[src/rtl/gba_arb_pkg.sv]
// gba_arb_pkg: shared arbiter state encoding, channel count and priority helper
package gba_arb_pkg;

    typedef enum logic [1:0] {CPU_OWN, DMA_OWN, HANDBACK} arb_state_t;

    localparam int GBA_NUM_DMA = 4;

    function automatic logic [GBA_NUM_DMA-1:0] prio_onehot(input logic [GBA_NUM_DMA-1:0] req);
        prio_onehot = req & (~req + GBA_NUM_DMA'(1));
    endfunction

endpackage

[src/rtl/gba_arb_prio_pick.sv]
// gba_arb_prio_pick: lowest-index-first picker over the requests allowed by a mask
module gba_arb_prio_pick #(
    parameter int N = 4
) (
    input  logic [N-1:0] req,
    input  logic [N-1:0] mask,
    output logic [N-1:0] pick,
    output logic         valid
);

    logic [N-1:0] m;

    assign m     = req & mask;
    assign pick  = m & (~m + N'(1));
    assign valid = |m;

endmodule

[src/rtl/gba_bus_arbiter.sv]
// gba_bus_arbiter: hands the system bus between the CPU and DMA channels; ARB_STATS_EN adds a CPU stall counter
module gba_bus_arbiter
    import gba_arb_pkg::*;
#(
    parameter int NUM_DMA         = GBA_NUM_DMA,
    parameter int HANDBACK_CYCLES = 1
`ifdef ARB_STATS_EN
    ,
    parameter int STALL_CNT_W     = 32
`endif
) (
    input  logic                       clock,
    input  logic                       reset_n,
    input  logic                       preemptable,
    input  logic [NUM_DMA-1:0]         dma_req,
    input  logic [NUM_DMA-1:0]         dma_beat,
    input  logic [NUM_DMA-1:0]         dma_done,
    output logic [NUM_DMA-1:0]         dma_grant,
    output logic                       dma_active,
    output logic [$clog2(NUM_DMA)-1:0] owner_idx
`ifdef ARB_STATS_EN
    ,
    output logic [STALL_CNT_W-1:0]     cpu_stall_cycles
`endif
);

    localparam int IW = $clog2(NUM_DMA);
    localparam int HW = $clog2(HANDBACK_CYCLES + 1);

    arb_state_t       state, state_nxt;
    logic [NUM_DMA-1:0] grant_nxt, pick_mask, pick;
    logic             pick_valid, active_nxt, own_end, own_beat;
    logic [IW-1:0]    idx_nxt;
    logic [HW-1:0]    hb_cnt, hb_nxt;

    // Owner finishes on done or by dropping its request; done outranks beat
    assign own_end  = |(dma_grant & (dma_done | ~dma_req));
    assign own_beat = |(dma_grant & dma_beat);

    // Mid-transfer only strictly higher-priority channels may take over; after the owner ends any other channel may
    assign pick_mask = (state != DMA_OWN) ? '1 :
                       own_end            ? ~dma_grant : dma_grant - NUM_DMA'(1);

    gba_arb_prio_pick #(.N(NUM_DMA)) u_pick (
        .req   (dma_req),
        .mask  (pick_mask),
        .pick  (pick),
        .valid (pick_valid)
    );

    // Next ownership decision; the CPU stays paused in every state except CPU_OWN
    always_comb begin
        state_nxt = state;
        grant_nxt = dma_grant;
        hb_nxt    = hb_cnt;
        unique case (state)
            CPU_OWN: if (pick_valid && preemptable) begin
                state_nxt = DMA_OWN;
                grant_nxt = pick;
            end
            DMA_OWN: if (own_end) begin
                grant_nxt = pick_valid ? pick : '0;
                if (!pick_valid) begin
                    state_nxt = HANDBACK;
                    hb_nxt    = HW'(HANDBACK_CYCLES - 1);
                end
            end else if (own_beat && pick_valid) begin
                grant_nxt = pick;
            end
            HANDBACK: if (pick_valid) begin
                state_nxt = DMA_OWN;
                grant_nxt = pick;
            end else if (hb_cnt == '0) begin
                state_nxt = CPU_OWN;
            end else begin
                hb_nxt = hb_cnt - HW'(1);
            end
            default: begin
                state_nxt = CPU_OWN;
                grant_nxt = '0;
            end
        endcase
        active_nxt = state_nxt != CPU_OWN;
    end

    // Owner index is derived from the next grant so it lands in the same cycle as the grant
    always_comb begin
        idx_nxt = '0;
        for (int i = 0; i < NUM_DMA; i++) if (grant_nxt[i]) idx_nxt = IW'(i);
    end

    // State and registered outputs; reset drops the bus back to the CPU immediately
    always_ff @(posedge clock or negedge reset_n) begin
        if (!reset_n) begin
            state      <= CPU_OWN;
            dma_grant  <= '0;
            dma_active <= 1'b0;
            owner_idx  <= '0;
            hb_cnt     <= '0;
        end else begin
            state      <= state_nxt;
            dma_grant  <= grant_nxt;
            dma_active <= active_nxt;
            owner_idx  <= idx_nxt;
            hb_cnt     <= hb_nxt;
        end
    end

`ifdef ARB_STATS_EN
    // Saturating count of cycles the CPU spends paused
    always_ff @(posedge clock or negedge reset_n) begin
        if (!reset_n) cpu_stall_cycles <= '0;
        else if (dma_active && !(&cpu_stall_cycles)) cpu_stall_cycles <= cpu_stall_cycles + STALL_CNT_W'(1);
    end
`endif

endmodule

[config.mk]
export PLATFORM = sky130hd
export DESIGN_NAME = gba_bus_arbiter
export DESIGN_NICKNAME = d
export VERILOG_FILES = /design/src/rtl/gba_arb_pkg.sv /design/src/rtl/gba_arb_prio_pick.sv /design/src/rtl/gba_bus_arbiter.sv
export SDC_FILE = /design/constraint.sdc
export NUM_CORES = 1
export LEC_CHECK = 0
export ABC_AREA = 1
export CAP_MARGIN = 5
export CELL_PAD_IN_SITES_DETAIL_PLACEMENT = 1
export CELL_PAD_IN_SITES_GLOBAL_PLACEMENT = 1
export CORE_MARGIN = 2
export CORE_UTILIZATION = 37
export CTS_BUF_LIST = sky130_fd_sc_hd__clkbuf_2
export DETAILED_ROUTE_END_ITERATION = 12
export PLACE_DENSITY = 0.89
export SLEW_MARGIN = 20
export SYNTH_ARGS = -nofsm -noshare
export SYNTH_HDL_FRONTEND = slang
export SYNTH_HIERARCHICAL = 1
export SYNTH_SLANG_ARGS = --single-unit
[constraint.sdc]
create_clock -name clock -period 4.85 [get_ports clock]
set_input_delay 1.455 -clock clock [delete_from_list [all_inputs] [get_ports clock]]
set_output_delay 1.455 -clock clock [all_outputs]
set_load 0.01 [all_outputs]
# Word level (Yosys, flattened, before mapping)
# Cells that the tools add are included.
# classes
add_sub_neg	3
mul	0
div_mod_pow	0
n_lt_le_gt_ge	0
eq_ne	9
n_shift	0
muxes	22
bitwise_logic	8
reduce_logical	10
# op_table
op	n
two-way mux 4 bit	7
AND 4 bit	4
two-way mux 2 bit	7
NOT 4 bit	3
one-hot mux 4 bit (3 select lines)	1
OR reduction 4 bit	3
!= test 2 bit (second input constant)	5
one-hot mux 2 bit (3 select lines)	1
two-way mux 1 bit	5
adder 4 x 1 -> 4 bit (second input constant)	1
bitwise OR 4 bit	1
AND reduction 4 bit	1
nonzero test 2 bit	2
subtractor 4 x 1 -> 4 bit (second input constant)	1
!= test 3 bit (second input constant)	1
AND reduction 3 bit	1
equality test 2 x 1 -> 1 bit (second input constant)	1
equality test 2 bit (second input constant)	1
logical AND 1 bit	2
zero test 2 bit	1
!= test 2 x 1 -> 1 bit (second input constant)	1
one-hot mux 1 bit (2 select lines)	1
subtractor 1 bit (second input constant)	1
# word_totals
ff_bits	10
latch_bits	0
ram_bits	0
romBits	0
inputBits	15
output_inout_bits	7
wordCells	58
memories	0

# Logic depth before layout (Yosys ltp)
# Gate-level depths: netlist of the first run.
# logic_depth
depth_word	16
mapped_depth	19
depth_no_buf	19

# Hierarchy
# The synthesis of the first run kept the hierarchy.
# modules_own_cells
module	n_inst	cells_per_inst	area_per_inst_um2	seq_area_each_um2
gba_bus_arbiter	1	124	798.3	225.2
gba_arb_prio_pick	1	11	60.1	0.0

# Worst setup path before layout of the first run
# No wires, ideal clock.
# synth_path
path_kind	input port to flip-flop
start	in dma_req[1]
end	reg owner_idx[0]
setup_time_ps	121
arrival_ps	3046
required_time_ps	4729
slack_ps	1683
path_stages	16
path_buffers	1
path_cell_list	inv_1 -> o21ai_1 -> nand2_1 -> inv_2 -> nand2_4 -> nand2_1 -> nor2_1 -> a21oi_1 -> nand2_2 -> nand4_1 -> buf_2 -> o211ai_1 -> a21oi_2 -> nor2_4 -> nand2_1 -> nand2_1
# synth_rtl
element	line_no	source
start: declaration	gba_bus_arbiter.sv:15	input logic [NUM_DMA-1:0] dma_req,
NOT 4 bit *	gba_bus_arbiter.sv:37	assign own_end = |(dma_grant & (dma_done | ~dma_req));
bitwise OR 4 bit *	gba_bus_arbiter.sv:37	
AND 4 bit *	gba_bus_arbiter.sv:37	
OR reduction 4 bit *	gba_bus_arbiter.sv:37	
two-way mux 4 bit *	gba_bus_arbiter.sv:42	own_end ? ~dma_grant : dma_grant - NUM_DMA'(1);
two-way mux 4 bit *	gba_bus_arbiter.sv:41	assign pick_mask = (state != DMA_OWN) ? '1 :
named net pick_mask[1]	gba_bus_arbiter.sv:31	logic [NUM_DMA-1:0] grant_nxt, pick_mask, pick;
AND 4 bit *	gba_arb_prio_pick.sv:13	assign m = req & mask;
(+1 left out)	-	
named net pick_valid	gba_bus_arbiter.sv:32	logic pick_valid, active_nxt, own_end, own_beat;
logical AND 1 bit	gba_bus_arbiter.sv:67	end else if (own_beat && pick_valid) begin
two-way mux 4 bit	gba_bus_arbiter.sv:67	
two-way mux 4 bit	gba_bus_arbiter.sv:61	DMA_OWN: if (own_end) begin
one-hot mux 4 bit (3 select lines) *	gba_bus_arbiter.sv:56	unique case (state)
two-way mux 1 bit	gba_bus_arbiter.sv:89	for (int i = 0; i < NUM_DMA; i++) if (grant_nxt[i]) idx_nxt = IW'(i);
two-way mux 2 bit	gba_bus_arbiter.sv:89	
two-way mux 2 bit *	gba_bus_arbiter.sv:89	
named net idx_nxt[0]	gba_bus_arbiter.sv:33	logic [IW-1:0] idx_nxt;
end signal: assignment	gba_bus_arbiter.sv:104	owner_idx <= idx_nxt;
end: declaration	gba_bus_arbiter.sv:20	output logic [$clog2(NUM_DMA)-1:0] owner_idx
# Mark *: on every way through the listed nets, which the timed path passes. The rest lies on a longest branch. The select of a mux whose other input is x is not followed.
# A chain may end at the register's enable or synchronous reset.

# Final worst setup path of the first run
# Ends and elaborated chain as after synthesis.

==> results of run 1 <==
logic make-up after synthesis:
family          after synthesis
compound gates               17
fa+ha+maj                     1
buf+inv                      26
flops                         9
simple gates                 82
layer usage:
layer,wire (um),share of wire
met1,1086,0.43
met2,1283,0.51
met3,112,0.045
met4,29,0.012
met5,0,0
cells in the mapped netlist, drive strengths merged:
master and number:
nand2 53, inv 24, nand3 14, nor2 11
dfrtp 9, o21ai 9, a21oi 5, nand4 2
o211ai 2, buf 1, clkinv 1, ha 1
nor3 1, o21bai 1, or2 1
per-stage QoR:
| stage | power (mW) | worst slack [ps] | hold WS (ps) | area [um2] | utilization |
|---|---|---|---|---|---|
| final | 0.6938 | 1053 | 643.9 | 1126 | 0.5091 |
| after global routing | 0.7654 | 756.9 | 698.9 | 1126 | 0.5091 |
| after CTS | 0.6992 | 1049 | 660.0 | 1126 | 0.5091 |
| after detailed placement | 0.6450 | 780.8 | 635.5 | 1106 | 0.5000 |
| after global placement | 0.6258 | 882.3 | 618.7 | 1106 | 0.5000 |
| after floorplan | 0.4847 | 1683 | 586.3 | 858.3 | - |
flip-flops by register name, summed over array words and instances, names as in the netlist:
| signal | flops |
|---|---|
| dma_grant | 4 |
| owner_idx | 2 |
| state | 2 |
| dma_active | 1 |
power breakdown:
group,internal (mW),total [mW],switching [mW]
clock,0.0219,0.0490,0.0271
combinational,0.189,0.505,0.316
sequential,0.108,0.140,0.0315
final timing paths:
| kind | startpoint | to | slack, ps |
|---|---|---|---|
| max reg2reg | dma_grant[0] | owner_idx[0] | 2370 |
| max in group asynchronous | reset_n | dma_grant[1] | 3050 |
| max | dma_req[1] | owner_idx[0] | 1050 |
| min | dma_grant[0] | dma_grant[0] | 640 |
| min in group asynchronous | reset_n | state[0] | 1500 |
| min reg2reg | dma_grant[0] | dma_grant[0] | 640 |
layout by cell type (no fill, tap or decap), drive strengths merged:
master / instances
a21oi: 5
buf: 1
clkbuf: 4
clkdlybuf4s50: 21
clkinv: 1
dfrtp: 9
ha: 1
inv: 24
nand2: 53
nand3: 14
nand4: 2
nor2: 11
nor3: 1
o211ai: 2
o21ai: 9
o21bai: 1
or2: 1
critical path, delay by kind of cell:
kind / cells / cell delay, ps
AO/OA/AOI/OAI: 3 / 410
buffers and inverters: 4 / 860
AND/OR/NAND/NOR: 12 / 1220
area by class of cell:
| class | count | share of cell area |
|---|---|---|
| multi-input cells | 100 | 0.4744 |
| flip-flops and latches | 9 | 0.2000 |
| well taps | 28 | 0.03111 |
| repair buffers | 22 | 0.1933 |
| clock buffers | 4 | 0.01778 |
| inverters | 25 | 0.08333 |
==> results.cfg, run 1 <==
[timing]
tns_ps = 0
fmaxAchievable_mhz = 263.4
setup_viol = 0
worst_pin_slew_ps = 439.7
max-slew-margin-rel = 0.7059
rsz0062_at_grt = false
drv_slew = 0
layout_min_cycle_time_ps = 3797
finalHoldViolations = 0
skew_ps = 0.8924
post-route-period-util = 0.7828

[finish]
diodes = 0
multi_input_area_um2 = 534.3
n_fill_cell = 323
stdcell_count = 188
nNetsFinal = 177
seq_area_um2 = 225.2
area_growth_pct = 31.20
drive_gt1_frac = 0.2000

[synthesis]
synth_area_leaders = dfrtp_1 (26%), nand2_1 (19%), inv_1 (8.3%), nand2_2 (5.8%), nand3_1 (5.8%)
syn-mean-instance-area_um2 = 6.358
synth_area_um2 = 858.3
synth_top_area_frac = 0.2624
yosysWarnings = 6
synth_simple_gate_area_frac = 0.4738
synth_cell_types = 25
yosys-mux-area-fraction = 0
seq_area_frac_synth = 0.2624
synth_top_family_by_area = simple AND/OR/NAND/NOR gates
synthAdderAreaFrac = 0.01458
yosysTopAreaCell = dfrtp_1
ys_seq_elements = 9
synth_cells = 135
synth-xor-area-share = 0
synth_nets = 151
synth_compound_area_frac = 0.1341

[hold_path]
hp-class = reg2reg
hold_path_depth = 2

[detailed_routing]
routedWlPerCell_um = 13.36
viasPerCell = 5.048
drt-initial-drc-count = 21
drt_first_pass_iters = 4
vias = 949
drc = 0
ant_nets = 0
wl_um = 2511

[critical_path]
critPathCaptureType = register
path_cells = clkdlybuf4s50_1 -> inv_1 -> o21ai_1 -> nand2_1 -> inv_2 -> nand2_4 -> nand2_1 -> nor2_1 -> a21oi_1 -> nand2_2 -> nand4_1 -> buf_4 -> nand2_1 -> nand2_1 -> nand2_1 -> nand2_1 -> nand2_1 -> a21oi_2 -> nand2_1
critPathMostFrequentCell = nand2_1
critical_path_class = in2reg
required_ps = 5000
crit_slowest_cell = clkdlybuf4s50_1
cp-start-kind = input port
arrival_ps = 3950
cpPeakStageDelay_ps = 500
rr_worst_depth = 17
cp_max_fo = 14

[power_and_ir_drop]
peakVddDrop_mv = 0.2996
leakagePower_nw = 0.5752
cellPowerDensity_nw_per_um2 = 616.1

[cts]
cts_tree = yes
post_cts_resized = 0
clk_latency_ps = 250
cts_hold_buf = 0
post_cts_buffers = 0
cts.clk_slew.worst_paths_ps = 90
htreeDepth = 1
cts_sinks = 9
ctsRootBufferMaster = clkbuf_2
cts_max_path_buffers = 2
cts_made_buffers = 3

[placed_design]
io_buffers = 21
dp.cells = 184
dpl.hpwl_um = 2008
place.gp.congestion = 0.8971

[global_routing]
top_usage_layer = met2
met2_usage = 0.3629
use_met3 = 0.01437
use_met1 = 0.2496
grt_overflow_total = 0
grt_max_degree = 15
grt_pass1_vias = 931
grt_pass1_wl_um = 4077
antenna_found_initial = 0
gr-usage-all-layers = 0.2020

[floorplan]
pin_count = 22
floorplan.initialDensity = 0.3880
rows = 17
coreArea_um2 = 2212
die-height_um = 52.17
dieWidth_um = 52.17
die_area_um2 = 2721

[run]
drv_cap = 0

[outcome]
status = complete, no violations
(Power assumes the default switching activity.)
==> run 2, diff against run 1 <==
--- a/config.mk
+++ b/config.mk
@@ -10,10 +10,10 @@
 export CELL_PAD_IN_SITES_DETAIL_PLACEMENT = 1
 export CELL_PAD_IN_SITES_GLOBAL_PLACEMENT = 1
 export CORE_MARGIN = 2
-export CORE_UTILIZATION = 37
+export CORE_UTILIZATION = 31
 export CTS_BUF_LIST = sky130_fd_sc_hd__clkbuf_2
 export DETAILED_ROUTE_END_ITERATION = 12
-export PLACE_DENSITY = 0.89
+export PLACE_DENSITY = 0.8
 export SLEW_MARGIN = 20
 export SYNTH_ARGS = -nofsm -noshare
 export SYNTH_HDL_FRONTEND = slang
==> constraint.sdc (replaced) <==
create_clock -name clock -period 3.13 [get_ports clock]
set_input_delay 0.939 -clock clock [delete_from_list [all_inputs] [get_ports clock]]
set_output_delay 0.939 -clock clock [all_outputs]
set_load 0.01 [all_outputs]
==> run 2 against run 1 <==
Against the previous run:
- register-to-register slack got worse by 1500 ps
- via count rose by 8.7%
- clock skew up 2.4 ps
- largest cell class unchanged
- sequential share of layout area is 2.6 points lower
- final area is 15% higher
- utilization down 2.7 points
- critical path depth is 2 lower
- worst hold slack better by 32 ps
- non-clock buffer count up 18
- total power is 81% higher
==> results.cfg, run 2 (synthesized netlist as in run 1, its figures left out) <==
[detailed_routing]
drt_first_pass_iters = 4
viasPerCell = 4.938
wl_um = 2709
drt-initial-drc-count = 17
ant_nets = 0
vias = 1032
routedWlPerCell_um = 12.96
drc = 0

[floorplan]
die_area_um2 = 3206
coreArea_um2 = 2686
dieWidth_um = 56.62
floorplan.initialDensity = 0.3195
die-height_um = 56.62
pin_count = 22
rows = 19

[cts]
cts.clk_slew.worst_paths_ps = 80
cts_hold_buf = 0
htreeDepth = 1
cts_made_buffers = 3
ctsRootBufferMaster = clkbuf_2
clk_latency_ps = 240
cts_tree = yes
cts_sinks = 9
cts_max_path_buffers = 2

[finish]
area_growth_pct = 50.73
final_common_cell = nand2_1
drive_gt1_frac = 0.3202
final_util = 0.4816
regMostFlops = dma_grant
design_area_um2 = 1294
reg_top3 = dma_grant: 4 flops, owner_idx: 2 flops, state: 2 flops
n_fill_cell = 362
largest_reg_flops = 4
nNetsFinal = 195
layout_common_cells = nand2_1 (39), clkdlybuf4s50_1 (21), inv_1 (19)
diodes = 0

[global_routing]
antenna_found_initial = 0
met2_usage = 0.3256
use_met1 = 0.1989
grt_overflow_total = 0
grt_pass1_wl_um = 4491
top_usage_layer = met2
grt_pass1_vias = 1113
grt_max_degree = 10
use_met3 = 0.01613
gr-usage-all-layers = 0.1751

[critical_path]
crit_slowest_cell = clkdlybuf4s50_1
cpPeakStageDelay_ps = 490
rr_worst_depth = 16
required_ps = 3270
path_cells = clkdlybuf4s50_1 -> inv_1 -> o21ai_1 -> nand2_2 -> buf_4 -> nor3_2 -> a21oi_2 -> nand2_2 -> nand4_1 -> buf_6 -> or2_1 -> nand2_1 -> nand2_1 -> nand2_2 -> nor2_4 -> nand2_1 -> nand2_1
arrival_ps = 3160
critPathCaptureType = register
cp-start-kind = input port
cp_max_fo = 6
critical_path_class = in2reg
critPathMostFrequentCell = nand2_1

[placed_design]
dpl.hpwl_um = 2172
placed_cell_area_um2 = 1230
io_buffers = 21
place.gp.congestion = 0.7964

[timing]
skew_ps = 3.311
layout_min_cycle_time_ps = 3026
drv_slew = 0
worst_pin_slew_ps = 383.4
fmaxAchievable_mhz = 330.4
max-slew-margin-rel = 0.7436
worst_hold_slack_ps = 675.7
finalHoldViolations = 0
setup_viol = 0
post-route-period-util = 0.9669

[hold_path]
hold_path_depth = 2
hp-class = reg2reg

[power_and_ir_drop]
leakagePower_nw = 0.6658
p_total_mw = 1.254
cellPowerDensity_nw_per_um2 = 969.2
peakVddDrop_mv = 0.5167

[run]
drv_cap = 0

[outcome]
status = complete, no violations
run 2: cell type report:
class                      count  area (um2)  area share
timing repair buffer          40       356.6      0.2756
multi-input combinational    100       559.3      0.4323
inverter                      25       93.84     0.07253
tap                           31       38.79     0.02998
sequential                     9       225.2      0.1741
clock buffer                   4       20.02     0.01547
run 2: critical path, delay by kind of cell:
| kind | cells | cell delay [ps] |
|---|---|---|
| AO/OA/AOI/OAI | 2 | 250 |
| AND/OR/NAND/NOR | 11 | 1130 |
| buffers and inverters | 4 | 840 |
run 2: metrics by stage:
step / setup slack (ps) / instances / setup TNS, ps
2_1_floorplan: 479.2 / 135 / 0
3_3_place_gp: -277.1 / 203 / -1645
3_5_place_dp: -385.1 / 203 / -2472
4_1_cts: 54.56 / 208 / 0
5_1_grt: -50.05 / 209 / -114.4
6_report: 103.7 / 209 / 0
run 2: power by group:
part           total, mW  internal, mW  switching, mW
logic              0.962         0.420          0.542
clock network     0.0716        0.0340         0.0376
registers          0.220         0.168         0.0520
total               1.25         0.622          0.632
run 2: final timing paths:
path                                   start      endpoint  slack (ps)
worst max-delay path              dma_req[1]  owner_idx[0]         100
worst min-delay path            dma_grant[0]  dma_grant[0]         680
worst max register to register      state[1]  owner_idx[0]         880
worst min register to register  dma_grant[0]  dma_grant[0]         680
max in group asynchronous            reset_n  dma_grant[0]        1880
min in group asynchronous            reset_n      state[0]         970
run 2: layer usage:
| layer | vias up | share of wire |
|---|---|---|
| met2 | 22 | 0.51 |
| met5 | - | 0 |
| met3 | 7 | 0.032 |
| li1 | 505 | - |
| met4 | 0 | 0.038 |
| met1 | 498 | 0.42 |
run 2: timing repair:
item	in CTS	in global routing
endpoints found under the hold margin	0	0
gates resized for setup	0	10
buffers inserted	1	1
setup endpoints to repair	7	6
pin swaps	1	1
